`src/rtl/calc_pkg.sv`:
```
// Shared opcode/state encodings for the calc_sequencer slice.
// Opcode field sits in the top OPC_W bits of every instruction word.
package calc_pkg;

  localparam int OPC_W = 2;

  typedef enum logic [OPC_W-1:0] {
    OP_ADD = 2'b00,
    OP_SUB = 2'b01,
    OP_MUL = 2'b10,
    OP_AND = 2'b11
  } opcode_e;

  typedef enum logic [1:0] {
    LOAD  = 2'b00,
    RUN   = 2'b01,
    DRAIN = 2'b10
  } state_e;

endpackage

```
`src/rtl/calc_alu.sv`:
```
// Combinational 4-op ALU on unsigned operands; zero latency, no flow control.
// SUB reports magnitude plus a sign flag instead of a two's-complement result.
module calc_alu
  import calc_pkg::*;
#(
  parameter int DATA_W = 8
) (
  input  logic [OPC_W-1:0]    op,
  input  logic [DATA_W-1:0]   a,
  input  logic [DATA_W-1:0]   b,
  output logic [2*DATA_W-1:0] result,
  output logic                neg
);

  logic [2*DATA_W-1:0] a_ext;
  logic [2*DATA_W-1:0] b_ext;

  assign a_ext = {{DATA_W{1'b0}}, a};
  assign b_ext = {{DATA_W{1'b0}}, b};

  always_comb begin
    result = '0;
    neg    = 1'b0;
    case (op)
      OP_ADD: result = a_ext + b_ext;
      OP_SUB: begin
        if (a >= b) begin
          result = a_ext - b_ext;
        end else begin
          result = b_ext - a_ext;
          neg    = 1'b1;
        end
      end
      OP_MUL: result = a_ext * b_ext;
      OP_AND: result = {{DATA_W{1'b0}}, a & b};
      default: result = '0;
    endcase
  end

endmodule

```
`src/rtl/calc_sequencer.sv`:
```
// Loads up to DEPTH instructions, then streams one registered ALU result per instruction.
// First result valid two edges after start; output register holds while res_ready is low.
module calc_sequencer
  import calc_pkg::*;
#(
  parameter  int DATA_W  = 8,
  parameter  int DEPTH   = 16,
  localparam int CNT_W   = $clog2(DEPTH + 1),
  localparam int INSTR_W = OPC_W + 2 * DATA_W
) (
  input  logic                clk,
  input  logic                reset,
  input  logic [INSTR_W-1:0]  DIN,
  input  logic                din_valid,
  output logic                din_ready,
  input  logic                start,
  output logic [2*DATA_W-1:0] RESULT,
  output logic                NEG,
  output logic                res_valid,
  input  logic                res_ready,
  output logic                busy,
  output logic                done,
  output logic [CNT_W-1:0]    prog_len
);

  localparam int              AW      = (DEPTH > 1) ? $clog2(DEPTH) : 1;
  localparam logic [CNT_W-1:0] DEPTH_C = CNT_W'(DEPTH);

  state_e              state_q, state_d;
  logic [CNT_W-1:0]    prog_len_q, prog_len_d;
  logic [CNT_W-1:0]    rd_ptr_q, rd_ptr_d;
  logic                fetch_q, fetch_d;
  logic [2*DATA_W-1:0] result_q, result_d;
  logic                neg_q, neg_d;
  logic                res_valid_q, res_valid_d;
  logic                done_q, done_d;

  logic [INSTR_W-1:0]  mem_q [DEPTH];
  logic [INSTR_W-1:0]  instr;
  logic [2*DATA_W-1:0] alu_result;
  logic                alu_neg;
  logic                wr_en;
  logic                issue;

  assign instr = mem_q[rd_ptr_q[AW-1:0]];

  calc_alu #(.DATA_W(DATA_W)) u_alu (
    .op    (instr[INSTR_W-1 -: OPC_W]),
    .a     (instr[2*DATA_W-1 -: DATA_W]),
    .b     (instr[DATA_W-1:0]),
    .result(alu_result),
    .neg   (alu_neg)
  );

  always_comb begin
    state_d     = state_q;
    prog_len_d  = prog_len_q;
    rd_ptr_d    = rd_ptr_q;
    fetch_d     = 1'b0;
    result_d    = result_q;
    neg_d       = neg_q;
    res_valid_d = res_valid_q;
    done_d      = 1'b0;
    din_ready   = 1'b0;
    wr_en       = 1'b0;
    issue       = 1'b0;

    case (state_q)
      LOAD: begin
        din_ready = (prog_len_q < DEPTH_C);
        wr_en     = din_valid && din_ready;
        if (wr_en) begin
          prog_len_d = prog_len_q + CNT_W'(1);
        end
        // A write landing with start joins the program being launched.
        if (start && ((prog_len_q != '0) || wr_en)) begin
          state_d  = RUN;
          rd_ptr_d = '0;
          fetch_d  = 1'b1;
        end
      end
      RUN: begin
        // The first RUN cycle is a dead fetch slot, giving start-to-valid of two edges.
        issue = !fetch_q && (!res_valid_q || res_ready);
        if (issue) begin
          result_d    = alu_result;
          neg_d       = alu_neg;
          res_valid_d = 1'b1;
          rd_ptr_d    = rd_ptr_q + CNT_W'(1);
          if ((rd_ptr_q + CNT_W'(1)) == prog_len_q) begin
            state_d = DRAIN;
          end
        end
      end
      DRAIN: begin
        if (res_valid_q && res_ready) begin
          res_valid_d = 1'b0;
          done_d      = 1'b1;
          prog_len_d  = '0;
          state_d     = LOAD;
        end
      end
      default: state_d = LOAD;
    endcase
  end

  always_ff @(posedge clk) begin
    if (reset) begin
      state_q     <= LOAD;
      prog_len_q  <= '0;
      rd_ptr_q    <= '0;
      fetch_q     <= 1'b0;
      result_q    <= '0;
      neg_q       <= 1'b0;
      res_valid_q <= 1'b0;
      done_q      <= 1'b0;
    end else begin
      state_q     <= state_d;
      prog_len_q  <= prog_len_d;
      rd_ptr_q    <= rd_ptr_d;
      fetch_q     <= fetch_d;
      result_q    <= result_d;
      neg_q       <= neg_d;
      res_valid_q <= res_valid_d;
      done_q      <= done_d;
    end
  end

  // Program memory is deliberately not cleared by reset.
  always_ff @(posedge clk) begin
    if (wr_en && !reset) begin
      mem_q[prog_len_q[AW-1:0]] <= DIN;
    end
  end

  assign RESULT    = result_q;
  assign NEG       = neg_q;
  assign res_valid = res_valid_q;
  assign done      = done_q;
  assign prog_len  = prog_len_q;
  assign busy      = (state_q == RUN) || (state_q == DRAIN);

endmodule

```
`config.mk`:
```
export PLATFORM = sky130hd
export DESIGN_NAME = calc_sequencer
export DESIGN_NICKNAME = d
export VERILOG_FILES = /design/src/rtl/calc_pkg.sv /design/src/rtl/calc_alu.sv /design/src/rtl/calc_sequencer.sv
export SDC_FILE = /design/constraint.sdc
export NUM_CORES = 1
export LEC_CHECK = 0
export BUFFER_PORTS_ARGS = -buffer_cell sky130_fd_sc_hd__buf_2
export CAP_MARGIN = 20
export CORE_UTILIZATION = 45
export CTS_BUF_LIST = sky130_fd_sc_hd__clkbuf_8
export CTS_CLUSTER_DIAMETER = 80
export DETAILED_ROUTE_END_ITERATION = 6
export PLACE_DENSITY = 0.64
export SETUP_SLACK_MARGIN = 0.4
export SYNTH_ARGS = -nofsm -noshare
export SYNTH_HDL_FRONTEND = slang
export SYNTH_SLANG_ARGS = --single-unit
export TNS_END_PERCENT = 20
```
`constraint.sdc`:
```
create_clock -name clk -period 5.9 [get_ports clk]
set_input_delay 0.59 -clock clk [delete_from_list [all_inputs] [get_ports clk]]
set_output_delay 0.59 -clock clk [all_outputs]
set_load 0.02 [all_outputs]
```
; ---- Word level (Yosys, flattened, before mapping)
; Memories as Yosys holds them, arrays and structs flattened. A register that Yosys moved wholly into a read port is not among the register bits.
; Cells that the tools add are included.
[word_totals]
inputBits = 23
mem_count = 1
ff_bits = 32
ramBits = 288
word_cells = 81
out_inout_bits = 26
[mem_list]
columns = memory, words, width, read_ports, rd_clocked_by_memory_dff, write_ports, line
row1 = mem_q, 16, 18, 1, 1, 1, calc_sequencer.sv:38  ; logic [INSTR_W-1:0] mem_q [DEPTH];
[classes]
add_sub_neg = 5
n_mux = 26
bitwise_logic = 3
eq_ne = 11
n_reduce_logical = 24
n_mul = 1
order_cmp = 2
[ops]
columns = op, n
row1 = case mux 16 bit (4 select lines), 1
row2 = 2-to-1 mux 5 bit, 4
row3 = case mux 5 bit (2 select lines), 2
row4 = subtractor 8 x 8 -> 9 bit, 2
row5 = multiplier 8 x 8 -> 16 bit, 1
row6 = 2-to-1 mux 16 bit, 1
row7 = adder 5 x 1 -> 5 bit (second input constant), 2
row8 = 2-to-1 mux 1 bit, 10
row9 = != test 2 bit (second input constant), 5
row10 = adder 8 x 8 -> 9 bit, 1
row11 = AND reduction 3 bit, 3
row12 = AND 8 bit, 1
row13 = >= comparator 8 bit, 1
row14 = 2-to-1 mux 2 bit, 4
row15 = 2-to-1 mux 4 bit, 2
row16 = == test 2 bit (second input constant), 3
row17 = case mux 2 bit (3 select lines), 1
row18 = nonzero test 2 bit, 3
row19 = == test 5 bit, 1
row20 = logical AND 1 bit, 5
row21 = < comparator 5 bit (second input constant), 1
row22 = nonzero test 5 bit, 1
row23 = == test 2 x 1 -> 1 bit (second input constant), 2
row24 = logical NOT 2 bit, 2
row25 = 7 further kinds, 13

; ---- Longest topological paths before layout
; Gate-level depths: netlist of run 1.
[logic_depth]
word_depth = 8
depth_mapped = 24
depth_no_buf = 20

; ---- Hierarchy
; A second synthesis of run 1 with hierarchy kept.
[unflattened]
cells_unflattened = 1024
area_unflattened_um2 = 15886.5
[modules_own_cells]
columns = module, area_per_inst_um2, cells_each, n_inst, seq_area_each_um2
row1 = calc_sequencer, 12617.1, 610, 1, 9369.0
row2 = calc_alu, 3269.4, 414, 1, 0.0

; ---- Least setup slack after synthesis of run 1
; OpenSTA, ideal clock, no wires.
[synth_path]
path_type = reg2reg
from = reg (tool-made name)
to = reg result_q[12], in the netlist RESULT[12]
setup_time_ps = 122
period_less_slack_ps = 6314
slack_ps = -414
arrival_ps = 6192
n_path_buf = 4
path_stages_with_launch = 24
t_required_ps = 5778
path_cell_list = dfxtp_1 -> buf_6 -> buf_6 -> buf_2 -> buf_2 -> mux4_2 -> mux4_2 -> inv_1 -> nor2_1 -> fa_1 -> inv_1 -> fa_1 -> inv_1 -> fa_1 -> inv_1 -> fa_1 -> inv_1 -> ha_1 -> o21a_1 -> a2111o_1 -> a31o_2 -> a21oi_1 -> xnor2_1 -> a221o_1
[synth_rtl]
columns = item, line
row1 = end signal: assignment, calc_sequencer.sv:122  ; result_q <= result_d;
row2 = end: declaration, calc_sequencer.sv:33  ; logic [2*DATA_W-1:0] result_q, result_d;

==> impl_metrics.env, run 1 <==
export IMPL_total_power_mw=9.16
export IMPL_synthesis_area_um2=15700
export IMPL_path_delay_family="adder cells"
export IMPL_power_frac_clock_pct=19.4
export IMPL_seqPwrFrac_pct=28.8
export IMPL_viasPerCell=5.56
export IMPL_ir_worst_vdd_uv=730
export IMPL_timing_hold_ws_ns=0.330
export IMPL_hold_class="in2reg"
export IMPL_design_core_area_um2=34500
export IMPL_rsz0062_at_grt="true"
export IMPL_syn_to_final_growth_pct=15.8
export IMPL_stdcell_count=1643
export IMPL_die_h_um=189
export IMPL_p_leak_nw=6.57
export IMPL_async_flop_share_pct=0
export IMPL_gp_congestion=0.887
export IMPL_grt_usage_pct=21.2
export IMPL_postSynthAreaPerCell_um2=15.5
export IMPL_crit_required_ns=6.39
export IMPL_setup_viol=0
export IMPL_min_period_ns=5.66
export IMPL_die_area_um2=35700
export IMPL_ys_seq_elements=324
export IMPL_ios=49
export IMPL_grt_pass1_wl_mm=56.5
export IMPL_final_common_cell="edfxtp_1"
export IMPL_port_buffer_count=48
export IMPL_ys_warn_count=0
export IMPL_ys_types=62
export IMPL_layout_drive_gt1_share_pct=27.7
export IMPL_worstMarginPinSlew_ns=1.10
export IMPL_synth_edf_count=288
export IMPL_clockBufferDepth=3
export IMPL_avgRoutedWirePerCell_um=22.3
export IMPL_drt_pass1_iter_count=5
export IMPL_crit_cells=20
export IMPL_path_common_cell="fa_1"
export IMPL_worstPathMaxFanout=8
export IMPL_worstPathCellList="buf_4 -> buf_12 -> mux4_2 -> mux4_2 -> buf_6 -> nand2_1 -> fa_1 -> fa_1 -> inv_1 -> fa_1 -> inv_1 -> fa_1 -> inv_2 -> ha_4 -> o21a_4 -> a2111o_1 -> a31o_2 -> a21oi_2 -> xnor2_1 -> a221o_1"
export IMPL_syn_nets=1145
export IMPL_maxCapViolations=0
export IMPL_switchingPower_mw=3.58
export IMPL_drt_wl_total_mm=36.6
export IMPL_power_density_nw_per_um2=503
export IMPL_slowest_stage="mux4_2"
export IMPL_cts_sinks=324
export IMPL_setup_worst_path_end_class="flop"
export IMPL_hold_violations=0
export IMPL_row_count=68
export IMPL_synth_main_ff_cell="edfxtp_1"
export IMPL_dp_cells=1524
export IMPL_post_dp_hpwl_mm=23.1
export IMPL_r2r_slack_ns=0.24
export IMPL_dpl_instance_area_um2=16900
export IMPL_relSlewSlack_pct=26.6
export IMPL_status="finished, final reports clean"
export IMPL_setup_tns_ns=0
export IMPL_start_util_pct=45.6
export IMPL_dr_first_iter_drc_count=595
export IMPL_clkTransAtPathRegs_ns=0.06
export IMPL_cts_tree="done"
export IMPL_die_w_um=189
export IMPL_arrival_ns=6.15
export IMPL_slew_viol_final=0
export IMPL_globalRouteOverflowTotal=0
export IMPL_cp_start_kind="flop"
export IMPL_skew_ns=0.0341
export IMPL_fmax_mhz=177
export IMPL_max_stage_delay_ns=0.61
export IMPL_ff2ff_path_depth=20
export IMPL_p_int_mw=5.58
export IMPL_critPathBufInv=6
export IMPL_ant_nets=0
export IMPL_numCtsBuffers=52
export IMPL_htreeDepth=2
export IMPL_clk_latency_ns=0.61
export IMPL_grt_max_degree=27
export IMPL_fin_nets=1275
export IMPL_comb_power_share_pct=51.8
export IMPL_layout_cells_most_common_list="edfxtp_1 (288), nor2_1 (91), mux4_2 (88)"
export IMPL_synth_seq_area_share_pct=59.6
export IMPL_grt_antenna_before_repair=5
export IMPL_min_path_cells=3
export IMPL_design_area_um2=18200
export IMPL_criticalPathCategory="reg2reg"
export IMPL_synthCells=1015
export IMPL_vias=9130
export IMPL_period_share_pct=96.0
export IMPL_root_buffer="clkbuf_8"
export IMPL_p_sw_share_pct=39.1
export IMPL_drc=0
export IMPL_grt_pass1_vias=9571
## worst min-delay path: cells and delay by family
family / cells / cell delay [ns]
buf+inv: 1 / 0.12
simple gates: 2 / 0.18
## routing by layer
| metal | vias to the layer above | GRT usage, % | share of wire [%] | routed length (µm) |
|---|---|---|---|---|
| li1 | 4129 | - | - | - |
| met2 | 259 | 35.4 | 49 | 18000 |
| met3 | 83 | 3.99 | 5.4 | 1970 |
| met4 | 2 | 8.28 | 3.0 | 1110 |
| met5 | - | 0 | 0.027 | 10 |
| met1 | 4657 | 27.6 | 42 | 15400 |
## synth_stat cells, types with 18 or more instances
cell type | number | area (µm²)
o21ai_0 | 21 | 105
a21oi_1 | 20 | 100
fa_1 | 39 | 781
inv_1 | 83 | 312
clkbuf_1 | 21 | 78.8
edfxtp_1 | 288 | 8650
mux4_2 | 88 | 1980
nor2_1 | 109 | 409
mux2i_1 | 18 | 180
nand2_1 | 41 | 154
ha_1 | 68 | 851
dfxtp_1 | 36 | 721
xnor2_1 | 18 | 158
## layout make-up
type                       count  area, µm²
multi-input combinational    571       6070
timing repair buffer         111        901
antenna                        3       7.51
sequential                   324       9380
tap                          455        569
inverter                      85        327
clock buffer                  54        743
clock inverter                40        216
fill                        2836      16300
## path summary, 6_finish.rpt
path	from	to
worst max-delay path	flop	RESULT[12]
worst min-delay path	res_ready	done
worst max register to register	flop	RESULT[12]
worst min register to register	RESULT[8]	RESULT[8]
## state kept, by name (all words and copies together), names as in the netlist, named ones only
register,cells
RESULT,16
done,1
NEG,1
fetch_q,1
state_q,2
res_valid,1
rd_ptr_q,5
prog_len,5
mem_q,288
## repair_timing
action | in CTS | in global routing
setup buffers | 16 | 4
hold buffers | 0 | 0
gates resized for setup | 16 | 24
cloned | 2 | 0
hold endpoints to repair | 0 | 0
pin swaps | 6 | 12
setup endpoints to repair | 8 | 9
## metrics by stage
stage | setup WS, ns | utilization [%]
floorplan | 0.0531 | -
global placement | 0.159 | 48.9
detailed placement | 0.126 | 48.9
CTS | 0.144 | 52.4
global route | 0.0912 | 52.8
finish | 0.237 | 52.8
## power by group through the flow
stage	combinational [mW]	sequential [mW]	clock, mW
after floorplan	3.08	2.72	0
after global placement	4.19	2.68	0
after detailed placement	4.23	2.69	0
after CTS	4.49	2.64	1.82
after global routing	5.25	2.65	1.92
final	4.75	2.64	1.78
## cells by family (layout without fill, tap and decap cells)
family | Yosys count | after routing | share of synthesized area, %
DFF | 324 | 324 | 59.6
AOI/OAI and AO/OA | 129 | 129 | 6.10
xor gates and xnor gates | 27 | 27 | 1.50
adders and majority gates | 107 | 107 | 10.4
buffers and inverters | 120 | 290 | 3.05
and+or+nand+nor | 201 | 201 | 5.55
other | 0 | 3 | 0
muxes | 107 | 107 | 13.8
Note: power is estimated with default switching activity, not from simulation.
==> run 2, diff against run 1 <==
Settings changed: PLACE_DENSITY 0.64 to 0.6.
Clock period 5.9 ns to 5.7 ns, I/O delays scaled along.
==> impl_metrics.env, run 2 (synthesis results as in run 1) <==
export IMPL_dr_first_iter_drc_count=608
export IMPL_slew_viol_final=0
export IMPL_numCtsBuffers=52
export IMPL_ios=49
export IMPL_die_w_um=189
export IMPL_dpl_instance_area_um2=17100
export IMPL_clockBufferDepth=3
export IMPL_post_dp_hpwl_mm=23.2
export IMPL_setup_worst_path_end_class="flop"
export IMPL_clk_latency_ns=0.62
export IMPL_power_density_nw_per_um2=519
export IMPL_total_power_mw=9.53
export IMPL_maxCapViolations=0
export IMPL_start_util_pct=45.6
export IMPL_r2r_end="RESULT[12]"
export IMPL_hold_class="in2reg"
export IMPL_grt_max_degree=33
export IMPL_switchingPower_mw=3.64
export IMPL_min_path_cells=3
export IMPL_seq_area_um2=9380
export IMPL_drt_pass1_iter_count=5
export IMPL_arrival_ns=6.17
export IMPL_layout_drive_gt1_share_pct=28.7
export IMPL_cts_tree="done"
export IMPL_p_leak_nw=6.73
export IMPL_min_delay_start="start"
export IMPL_comb_power_share_pct=51.5
export IMPL_hold_violations=0
export IMPL_die_area_um2=35700
export IMPL_cts_sinks=324
export IMPL_globalRouteOverflowTotal=0
export IMPL_viasPerCell=5.52
export IMPL_design_area_um2=18400
export IMPL_syn_to_final_growth_pct=16.9
export IMPL_cp_start_kind="flop"
export IMPL_worstPathMaxFanout=8
export IMPL_dp_cells=1556
export IMPL_setup_tns_ns=0
export IMPL_avgRoutedWirePerCell_um=22.0
export IMPL_fmax_mhz=176
export IMPL_p_sw_share_pct=38.2
export IMPL_htreeDepth=2
export IMPL_fin_nets=1300
export IMPL_multi_input_area_um2=5980
export IMPL_r2r_slack_ns=0.03
export IMPL_ff2ff_path_depth=19
export IMPL_worstMarginPinSlew_ns=1.17
export IMPL_clkTransAtPathRegs_ns=0.06
export IMPL_timing_final_ws_setup_ns=0.0289
export IMPL_grt_pass1_wl_mm=56.5
export IMPL_status="finished, final reports clean"
export IMPL_diodes=0
export IMPL_grt_antenna_before_repair=1
export IMPL_largest_register_ffs=288
export IMPL_setup_viol=0
export IMPL_crit_required_ns=6.20
export IMPL_power_frac_clock_pct=19.9
export IMPL_period_share_pct=99.5
export IMPL_min_period_ns=5.67
export IMPL_criticalPathCategory="reg2reg"
export IMPL_gp_congestion=0.881
export IMPL_grt_usage_pct=21.3
export IMPL_stdcell_count=1666
export IMPL_port_buffer_count=48
export IMPL_root_buffer="clkbuf_8"
export IMPL_final_common_cell="edfxtp_1"
export IMPL_n_fill_cell=2882
export IMPL_seqPwrFrac_pct=28.6
export IMPL_die_h_um=189
export IMPL_row_count=68
export IMPL_grt_pass1_vias=9537
export IMPL_p_int_mw=5.90
export IMPL_layout_cells_most_common_list="edfxtp_1 (288), nor2_1 (91), mux4_2 (88)"
export IMPL_ant_nets=0
export IMPL_design_core_area_um2=34500
export IMPL_holdPathEnd="fetch_q"
export IMPL_rsz0062_at_grt="true"
export IMPL_drc=0
export IMPL_skew_ns=0.0286
export IMPL_dp_slack_ns=0.0316
export IMPL_relSlewSlack_pct=22.2
export IMPL_drt_wl_total_mm=36.6
export IMPL_vias=9204
export IMPL_ir_worst_vdd_uv=665
[run 2: per-stage QoR]
| step | utilization [%] | hold WS, ns |
|---|---|---|
| after floorplan | - | 0.490 |
| after global placement | 49.5 | 0.433 |
| after detailed placement | 49.5 | 0.452 |
| after CTS | 53.2 | 0.265 |
| after global routing | 53.3 | 0.288 |
| final | 53.3 | 0.303 |
[run 2: timing repair]
action | 4_1_cts | 5_1_grt
gates cloned | 5 | 0
gates resized for setup | 24 | 10
pin swaps | 11 | 12
endpoints found under the hold margin | 0 | 0
endpoints found under the setup margin | 8 | 11
buffers inserted | 10 | 0
hold buffers | 0 | 0
[run 2: layout make-up]
class	instances	share of cell area, %
sequential	324	51.0
clock buffer	53	3.97
inverter	85	1.76
timing repair buffer	136	6.18
tap	455	3.10
clock inverter	42	1.39
multi-input combinational	571	32.6
[run 2: layer usage]
layer / wire [µm] / GRT usage [%] / part of all wire (%) / up-vias
met3: 1720 / 3.56 / 4.7 / 65
met5: 13 / 0 / 0.036 / -
met4: 1060 / 7.82 / 2.9 / 2
li1: - / - / - / 4186
met1: 16500 / 29.5 / 45 / 4725
met2: 17300 / 34.1 / 47 / 226
[run 2: worst max-delay path by stage]
stage | from | end | slack, ns
floorplan | flop | RESULT[12] | -0.15
global placement | flop | RESULT[12] | 0.06
detailed placement | flop | RESULT[12] | 0.03
CTS | flop | RESULT[12] | 0.06
global route | flop | RESULT[12] | -0.15
finish | flop | RESULT[12] | 0.03
[run 2: power groups by stage]
stage          Clock (mW)  Combinational [mW]  Sequential (mW)
2_1_floorplan           0                3.21             2.82
4_1_cts              1.95                4.86             2.73
6_report             1.90                4.91             2.73
3_3_place_gp            0                4.52             2.77
5_1_grt              2.05                5.47             2.74
3_5_place_dp            0                4.53             2.78
[run 2: worst max-delay path, cell delays in order (launching register included)]
cell and delay [ns]:
dfxtp_4 0.37, buf_6 0.12, buf_12 0.10, buf_16 0.13, mux4_2 0.50, mux4_2 0.54
buf_4 0.18, ha_1 0.24, fa_1 0.54, fa_2 0.45, fa_1 0.49, inv_1 0.05
fa_1 0.47, inv_1 0.06, ha_4 0.17, a2111o_1 0.41, a31o_2 0.23, a21oi_2 0.13
xnor2_1 0.07, a221o_1 0.28
==> run 3, diff against run 2 <==
Settings changed: ABC_AREA set to 1.
==> impl_metrics.env, run 3 <==
export IMPL_setup_worst_path_end_class="flop"
export IMPL_slowest_stage="fa_1"
export IMPL_path_common_cell="nand2_1"
export IMPL_viasPerCell=5.43
export IMPL_final_common_cell="edfxtp_1"
export IMPL_port_buffer_count=48
export IMPL_ios=49
export IMPL_synth_edf_count=288
export IMPL_maxCapViolations=0
export IMPL_critPathBufInv=6
export IMPL_syn_nets=1754
export IMPL_grt_pass1_wl_mm=67.8
export IMPL_ant_nets=0
export IMPL_ir_worst_vdd_uv=623
export IMPL_root_buffer="clkbuf_8"
export IMPL_hold_class="in2reg"
export IMPL_post_dp_hpwl_mm=26.6
export IMPL_ys_seq_elements=324
export IMPL_drt_pass1_iter_count=5
export IMPL_setup_tns_ns=0
export IMPL_layout_cells_most_common_list="edfxtp_1 (288), nand2_1 (270), inv_1 (209)"
export IMPL_clk_latency_ns=0.64
export IMPL_netlist_top_cells_count="edfxtp_1 (288), nand2_1 (273), inv_1 (192)"
export IMPL_row_count=70
export IMPL_r2r_slack_ns=0.60
export IMPL_arrival_ns=5.59
export IMPL_postSynthAreaPerCell_um2=10.3
export IMPL_die_area_um2=37900
export IMPL_drc=0
export IMPL_fin_nets=1863
export IMPL_hold_violations=0
export IMPL_power_density_nw_per_um2=615
export IMPL_ff2ff_path_depth=25
export IMPL_max_stage_delay_ns=0.51
export IMPL_timing_hold_ws_ns=0.197
export IMPL_ys_warn_count=0
export IMPL_synthCells=1624
export IMPL_path_delay_family="adder cells"
export IMPL_grt_usage_pct=23.3
export IMPL_clkTransAtPathRegs_ns=0.06
export IMPL_avgRoutedWirePerCell_um=19.9
export IMPL_yosysTopAreaCellShare_pct=51.8
export IMPL_fmax_mhz=196
export IMPL_worstMarginPinSlew_ns=0.565
export IMPL_die_h_um=195
export IMPL_holdPathEnd="fetch_q"
export IMPL_clockBufferDepth=3
export IMPL_globalRouteOverflowTotal=0
export IMPL_design_core_area_um2=36600
export IMPL_gp_congestion=0.871
export IMPL_p_leak_nw=7.82
export IMPL_crit_required_ns=6.19
export IMPL_synth_area_leaders="edfxtp_1 (52%), nand2_1 (6.1%), ha_1 (5.1%)"
export IMPL_min_path_cells=3
export IMPL_htreeDepth=2
export IMPL_synth_seq_area_share_pct=56.1
export IMPL_synthesis_area_um2=16700
export IMPL_synth_main_ff_cell="edfxtp_1"
export IMPL_start_util_pct=45.6
export IMPL_drt_wl_total_mm=44.7
export IMPL_cts_sinks=324
export IMPL_n_fill_cell=3307
export IMPL_status="finished, final reports clean"
export IMPL_grt_antenna_before_repair=2
export IMPL_period_share_pct=89.5
export IMPL_worstPathMaxFanout=11
export IMPL_layout_drive_gt1_share_pct=16.4
export IMPL_cp_start_kind="flop"
export IMPL_dr_first_iter_drc_count=929
export IMPL_yosysTopAreaCell="edfxtp_1"
export IMPL_yosysMostFrequentCell="edfxtp_1"
export IMPL_syn_to_final_growth_pct=14.3
export IMPL_min_delay_start="start"
export IMPL_cts_tree="done"
export IMPL_die_w_um=195
export IMPL_ys_types=44
export IMPL_slew_viol_final=0
export IMPL_largest_register_ffs=288
export IMPL_vias=12178
export IMPL_relSlewSlack_pct=61.9
export IMPL_fin_util_pct=52.2
export IMPL_async_flop_share_pct=0
export IMPL_grt_max_degree=77
export IMPL_r2r_end="RESULT[14]"
export IMPL_skew_ns=0.0230
export IMPL_setup_viol=0
export IMPL_grt_pass1_vias=12169
export IMPL_min_period_ns=5.10
export IMPL_numCtsBuffers=54
export IMPL_rsz0062_at_grt="true"
export IMPL_criticalPathCategory="reg2reg"
## run 3: changes by cell type after synthesis, moves of 30 or more
cell,delta
o21ai_0,+121
nand2_1,+232
a21oi_1,+30
mux4_2,-88
inv_1,+109
o221ai_1,+49
nand3_1,+85
nor2_1,+75
## run 3: cells by family after synthesis
| group | Yosys count | share of synthesized area (%) |
|---|---|---|
| AOI/OAI and AO/OA | 308 | 11.2 |
| buffers and inverters | 271 | 6.79 |
| DFF | 324 | 56.1 |
| and+or+nand+nor | 595 | 15.1 |
| xor gates and xnor gates | 19 | 0.996 |
| adders and majority gates | 107 | 9.77 |
## run 3: final cells by class
class	instances	area [µm²]	area share, %
sequential	324	9380	49.1
multi-input combinational	1029	6400	33.5
timing repair buffer	119	946	4.95
inverter	201	798	4.18
clock buffer	55	757	3.96
tap	468	586	3.07
clock inverter	41	180	0.944
timing repair inverter	4	42.5	0.223
antenna	1	2.50	0.0131
## run 3: worst max path at each step
stage | end | slack (ns) | cells after the start
2_1_floorplan | RESULT[10] | 0.82 | 27
3_3_place_gp | RESULT[10] | 0.32 | 22
3_5_place_dp | RESULT[10] | 0.27 | 22
4_1_cts | RESULT[9] | 0.40 | 20
5_1_grt | RESULT[14] | 0.34 | 24
6_report | RESULT[14] | 0.60 | 25
## run 3: routing by layer
layer | global-route usage, % | vias up | routed length, µm
met5 | 0.511 | - | 10
met4 | 8.00 | 2 | 1010
met3 | 3.83 | 71 | 2510
met2 | 39.5 | 369 | 21700
met1 | 30.1 | 5947 | 19500
li1 | - | 5789 | -
## run 3: tightest hold or removal path, stage by stage
cell and delay [ns]:
buf_2 0.10, o31ai_1 0.08, nor3_1 0.05
## run 3: timing repair
action                     4_1_cts  5_1_grt
setup endpoints to repair       10       10
gates resized for setup          5       63
hold buffers                     0        0
hold endpoints to repair         0        0
pin swaps                        0       16
setup buffers                    0       22
gates cloned                     0        9
## run 3: through the flow
step           worst slack, ns  total power, mW  std cells  cell area (µm²)
2_1_floorplan            0.821             7.48       1624            16700
4_1_cts                  0.404             10.8       2210            18500
3_5_place_dp             0.265             8.94       2114            17600
6_report                 0.596             11.7       2242            19100
5_1_grt                  0.345             12.8       2241            19100
3_3_place_gp             0.319             8.96       2114            17600
## run 3: power breakdown
part / leakage, nW / total [mW] / switching [mW] / internal (mW)
clock network: 0.549 / 1.83 / 0.931 / 0.897
registers: 2.89 / 2.75 / 0.0597 / 2.69
logic: 4.39 / 7.15 / 4.45 / 2.71
total: 7.82 / 11.7 / 5.44 / 6.30
